[config.mk]
export PLATFORM = sky130hd
export DESIGN_NAME = store_align_buffer
export DESIGN_NICKNAME = d
export VERILOG_FILES = /design/src/rtl/store_align_buffer.sv
export SDC_FILE = /design/constraint.sdc
export NUM_CORES = 1
export LEC_CHECK = 0
export CAP_MARGIN = 20
export CORE_MARGIN = 1
export CORE_UTILIZATION = 43
export DETAILED_ROUTE_END_ITERATION = 12
export PLACE_DENSITY = 0.83
export REMOVE_ABC_BUFFERS = 1
export SLEW_MARGIN = 10
export SYNTH_ARGS = -nofsm -noshare
export SYNTH_HDL_FRONTEND = slang
export SYNTH_SLANG_ARGS = --single-unit
[constraint.sdc]
create_clock -name clk -period 4 [get_ports clk]
set_input_delay 0.6 -clock clk [delete_from_list [all_inputs] [get_ports clk]]
set_output_delay 0.6 -clock clk [all_outputs]
set_load 0.05 [all_outputs]
[src/rtl/store_align_buffer.sv]
// -----------------------------------------------------------------------------
// store_align_buffer
//
// Purpose:
//   Store-side lane formatter and write buffer. sb/sh/sw requests from the MEM
//   stage are checked for alignment, narrowed into byte lanes with matching
//   byte enables, and queued in a small FIFO. The FIFO drains to the
//   data-memory write port over a req/ack handshake. Misaligned stores raise
//   an address exception (AdES) and are dropped instead of being queued.
//
// Ports:
//   clk        in   system clock, rising-edge
//   resetn     in   asynchronous active-low reset
//   st_valid   in   MEM stage presents a store
//   st_ready   out  buffer can take the store (MEM stalls when low)
//   st_size    in   00 byte, 01 half, 10 word, 11 reserved
//   st_addr    in   byte address of the store
//   st_data    in   rt register value
//   ades       out  store address exception, same cycle as the accept
//   badvaddr   out  faulting address while ades=1, else 0
//   mem_req    out  head entry valid
//   mem_addr   out  word-aligned head address
//   mem_wdata  out  lane-replicated head write data
//   mem_wen    out  head byte write enables
//   mem_ack    in   memory consumed the head entry
//   sb_empty   out  no stores pending
// -----------------------------------------------------------------------------
module store_align_buffer #(
    parameter int DEPTH = 2,
    parameter int AW    = 32
) (
    input  logic          clk,
    input  logic          resetn,
    input  logic          st_valid,
    output logic          st_ready,
    input  logic [1:0]    st_size,
    input  logic [AW-1:0] st_addr,
    input  logic [31:0]   st_data,
    output logic          ades,
    output logic [AW-1:0] badvaddr,
    output logic          mem_req,
    output logic [AW-1:0] mem_addr,
    output logic [31:0]   mem_wdata,
    output logic [3:0]    mem_wen,
    input  logic          mem_ack,
    output logic          sb_empty
);

    localparam int PW = (DEPTH > 1) ? $clog2(DEPTH) : 1;
    localparam int CW = $clog2(DEPTH) + 1;
    localparam logic [CW-1:0] FULL = CW'(DEPTH);

    // Reserved size encoding is treated as misaligned so it never reaches memory.
    function automatic logic misaligned(input logic [1:0] size, input logic [1:0] lo);
        case (size)
            2'b00:   misaligned = 1'b0;
            2'b01:   misaligned = lo[0];
            2'b10:   misaligned = (lo != 2'b00);
            default: misaligned = 1'b1;
        endcase
    endfunction

    function automatic logic [31:0] lane_data(input logic [1:0] size, input logic [31:0] data);
        case (size)
            2'b00:   lane_data = {4{data[7:0]}};
            2'b01:   lane_data = {2{data[15:0]}};
            2'b10:   lane_data = data;
            default: lane_data = 32'h0;
        endcase
    endfunction

    function automatic logic [3:0] lane_wen(input logic [1:0] size, input logic [1:0] lo);
        case (size)
            2'b00:   lane_wen = 4'b0001 << lo;
            2'b01:   lane_wen = lo[1] ? 4'b1100 : 4'b0011;
            2'b10:   lane_wen = 4'b1111;
            default: lane_wen = 4'b0000;
        endcase
    endfunction

    logic [CW-1:0] count;
    logic [PW-1:0] wr_ptr;
    logic [PW-1:0] rd_ptr;

    // Entry storage carries data only; validity is tracked by count, so it
    // needs no reset.
    logic [AW-1:0] addr_mem [DEPTH];
    logic [31:0]   data_mem [DEPTH];
    logic [3:0]    wen_mem  [DEPTH];

    logic mis;
    logic fire;
    logic enq;
    logic deq;

    assign mis      = misaligned(st_size, st_addr[1:0]);
    assign mem_req  = (count != '0);
    assign deq      = mem_req && mem_ack;
    // A full buffer still accepts when the head is leaving this same cycle.
    assign st_ready = (count < FULL) || deq;
    assign fire     = st_valid && st_ready;
    assign enq      = fire && !mis;

    assign ades     = fire && mis;
    assign badvaddr = ades ? st_addr : '0;

    assign sb_empty  = (count == '0);
    assign mem_addr  = mem_req ? addr_mem[rd_ptr] : '0;
    assign mem_wdata = mem_req ? data_mem[rd_ptr] : '0;
    assign mem_wen   = mem_req ? wen_mem[rd_ptr]  : '0;

    // Enqueue stage: formatted store is written into the tail slot
    always_ff @(posedge clk) begin
        if (enq) begin
            addr_mem[wr_ptr] <= {st_addr[AW-1:2], 2'b00};
            data_mem[wr_ptr] <= lane_data(st_size, st_data);
            wen_mem[wr_ptr]  <= lane_wen(st_size, st_addr[1:0]);
        end
    end

    // Occupancy and pointers; pointers wrap naturally since DEPTH is a power of two
    always_ff @(posedge clk or negedge resetn) begin
        if (!resetn) begin
            count  <= '0;
            wr_ptr <= '0;
            rd_ptr <= '0;
        end else begin
            if (enq) wr_ptr <= wr_ptr + 1'b1;
            if (deq) rd_ptr <= rd_ptr + 1'b1;
            case ({enq, deq})
                2'b10:   count <= count + 1'b1;
                2'b01:   count <= count - 1'b1;
                default: count <= count;
            endcase
        end
    end

endmodule

==> reports/results.txt <==
Root Driver: clkbuf_16
NetSw: 2.83 mW
Pre-CTS WS: 0.932 ns
Core Area: 13300 um2
Die height: 119 um
Area Growth Syn to Fin: 47.2%
Status: finished clean
Initial Util: 0.444
RSZ-0062 raised after global routing: no
Post-route clock period utilization: 0.872
CTS Buffer Depth: 2
Die Area: 14300 um2
Worst endpoint required time: 3.40 ns
Largest family of logic cells by synthesized area: multiplexers
Pint: 3.90 mW
Cell variety after synth: 25
Worst Path Arrival: 2.89 ns
Final min period: 3.49 ns
First-pass GRT wire length: 20.5 mm
Slowest CP cell: clkdlybuf4s50_1
Net Sw Frac: 0.420
Fmax achieved: 0.287 GHz
Vias in the first global route: 4131
CP max stage delay: 0.71 ns
Post-detail-place hpwl: 8.96 mm
Syn Area/Cell: 14.0 um2
Antenna violations before repair: 0
NumNets Final: 666
Antenna cell count: 0
Share of cells above drive strength 1: 0.133
Post CTS Setup Buffer Count: 0
CTS clk-pin slew, worst paths: 0.06 ns
Total wire length: 13.0 mm
DRT antenna net count: 0
Clock power frac: 0.243
Synth Area in Compound Gates: 0.0409
I/O Buffers: 171
Worst Skew: 0.0116 ns
Leak: 3.40 nW
Chip Width: 119 um
Setup TNS Final: 0 ns
Clock Latency Late Sink: 0.40 ns
Worst Tran Pin Value: 0.992 ns
Worst-path fanout max: 39
Num CTS Buffers: 17
CTS Sinks: 136
Routed vias: 3891
Max-slew headroom at the worst pin: 0.336
Simple-gate portion of the synthesized area: 0.0973
H-tree depth: 4
CTS tree: done
Io pins: 174
# hold bufs at CTS: 0
Worst setup SP type: flop
Fillers: 985
Synth Area in Adders: 0.00211
Final hold viol count: 0
DP Area: 8110 um2
Proportion of synthesized area in mux cells: 0.128
Post-Synthesis Cells: 423
Sequential power share: 0.279
CP endpoint kind: output port
Post-synthesis xor/xnor area fraction: 0.00738
Util after Layout: 0.654
Design area: 8730 um2
Crit-path cells: or2_2 > inv_2 > buf_4 > nor2_1 > clkdlybuf4s50_1
WS Path Type: flop to output port
Gr usage total: 0.187
Max-slew violations: 0
Detailed-route DRC error count: 0
Vias/cell: 4.96
Family with the most delay on the worst path: buffers and inverters
WP buf/inv: 3
Ys Warns: 0
Comb pwr share: 0.478
Power Density: 771 nW/um2
Starting DRT DRC Count: 183
Wirelength per Cell: 16.5 um
Sequential share of the synthesized area: 0.685
Max cap viols: 0
Hold WC Path Type: input pin to asynchronous set/reset pin
IR drop worst, VDD: 0.000438 V
Synthesized flop and latch total: 136
# resized after CTS: 0
GP Congestion: 0.769
Pin count of the biggest net entering global routing: 42
Setup violations, final: 0
PnR worst setup slack: 0.512 ns
GRT overflow: 0
Mapped Area: 5930 um2
Num rows: 42
Router iterations before antenna repair: 4
[registers in the layout, indices dropped and copies added (netlist names)]
register and count:
wen_mem 8, rd_ptr 1, data_mem 64, wr_ptr 1
count 2, addr_mem 60
[final cells by class]
| class | count | area, um2 | area share |
|---|---|---|---|
| Sequential cell | 136 | 4070 | 0.466 |
| Timing Repair Buffer | 181 | 2120 | 0.242 |
| Multi-Input combinational cell | 248 | 1660 | 0.190 |
| Clock buffer | 17 | 425 | 0.0487 |
| Tap cell | 176 | 220 | 0.0252 |
| Clock inverter | 15 | 199 | 0.0228 |
| Inverter | 11 | 41.3 | 0.00473 |
[cell usage in the layout, fill, tap and decap left out, types with 3 or more instances in the layout]
| cell type | count |
|---|---|
| clkdlybuf4s50_1 | 138 |
| edfxtp_1 | 132 |
| mux2i_1 | 76 |
| nor2_1 | 75 |
| and2_1 | 33 |
| buf_12 | 33 |
| clkbuf_16 | 17 |
| a21o_1 | 16 |
| a21oi_1 | 13 |
| inv_1 | 10 |
| o21ai_0 | 10 |
| buf_4 | 10 |
| nand2_1 | 8 |
| bufinv_16 | 4 |
| xnor2_1 | 3 |
| clkinvlp_4 | 3 |
| inv_6 | 3 |
| dfrtp_1 | 3 |
[metrics by stage]
step	cells	total power, mW	hold slack, ns
6_report	784	6.73	0.404
5_1_grt	784	6.98	0.397
4_1_cts	784	6.78	0.403
3_5_place_dp	752	5.15	0.493
3_3_place_gp	752	5.09	0.469
2_1_floorplan	395	4.05	0.304
[path summary, 6_finish.rpt]
check / startpoint / to / slack (ns) / cells past startpoint
max: count[0] / mem_wdata[3] / 0.51 / 5
min in group clk: count[1] / count[1] / 0.50 / 1
max in group asynchronous: resetn / rd_ptr / 3.39 / 1
min reg2reg: count[1] / count[1] / 0.50 / 1
max reg2reg: count[1] / addr_mem[0][13] / 2.11 / 4
min: resetn / count[1] / 0.40 / 1
[routing by layer]
layer | GRT usage | wire [um] | vias up | part of all wire
met4 | 0.0422 | 64 | 0 | 0.0049
met2 | 0.348 | 6910 | 124 | 0.53
met1 | 0.215 | 5360 | 1910 | 0.41
li1 | - | - | 1852 | -
met5 | 0 | 0 | - | 0
met3 | 0.0450 | 617 | 5 | 0.048
[synth_stat cells]
library cell | n | share of area
a21o_1 | 16 | 0.020
a21oi_1 | 13 | 0.011
and2_1 | 33 | 0.035
and4bb_4 | 1 | 0.0027
buf_2 | 10 | 0.0084
buf_4 | 11 | 0.014
buf_6 | 3 | 0.0057
clkbuf_1 | 5 | 0.0032
conb_1 | 1 | 0.00063
dfrtp_1 | 4 | 0.017
edfxtp_1 | 132 | 0.67
ha_1 | 1 | 0.0021
inv_1 | 10 | 0.0063
inv_2 | 1 | 0.00063
mux2i_1 | 76 | 0.13
nand2_1 | 8 | 0.0051
nand2b_1 | 2 | 0.0021
nor2_1 | 77 | 0.049
nor2b_1 | 1 | 0.0011
nor3_2 | 1 | 0.0017
o211ai_1 | 1 | 0.0013
o21ai_0 | 10 | 0.0084
or2_2 | 1 | 0.0011
xnor2_1 | 3 | 0.0044
xor2_1 | 2 | 0.0030
[power groups by stage]
stage / logic (mW) / registers [mW] / clock network, mW
floorplan: 2.09 / 1.96 / 0
global placement: 3.19 / 1.89 / 0
detailed placement: 3.24 / 1.91 / 0
CTS: 3.25 / 1.88 / 1.65
global route: 3.36 / 1.90 / 1.72
finish: 3.22 / 1.88 / 1.64
[cells by family (layout without fill, tap and decap cells)]
logic type	Yosys count	after routing
compound gates	40	40
xor+xnor	5	5
fa+ha+maj	1	1
buf+inv	40	224
flops	136	136
mux	76	76
other cells	1	2
simple gates	124	124
Note: power is estimated with default switching activity, not from simulation.
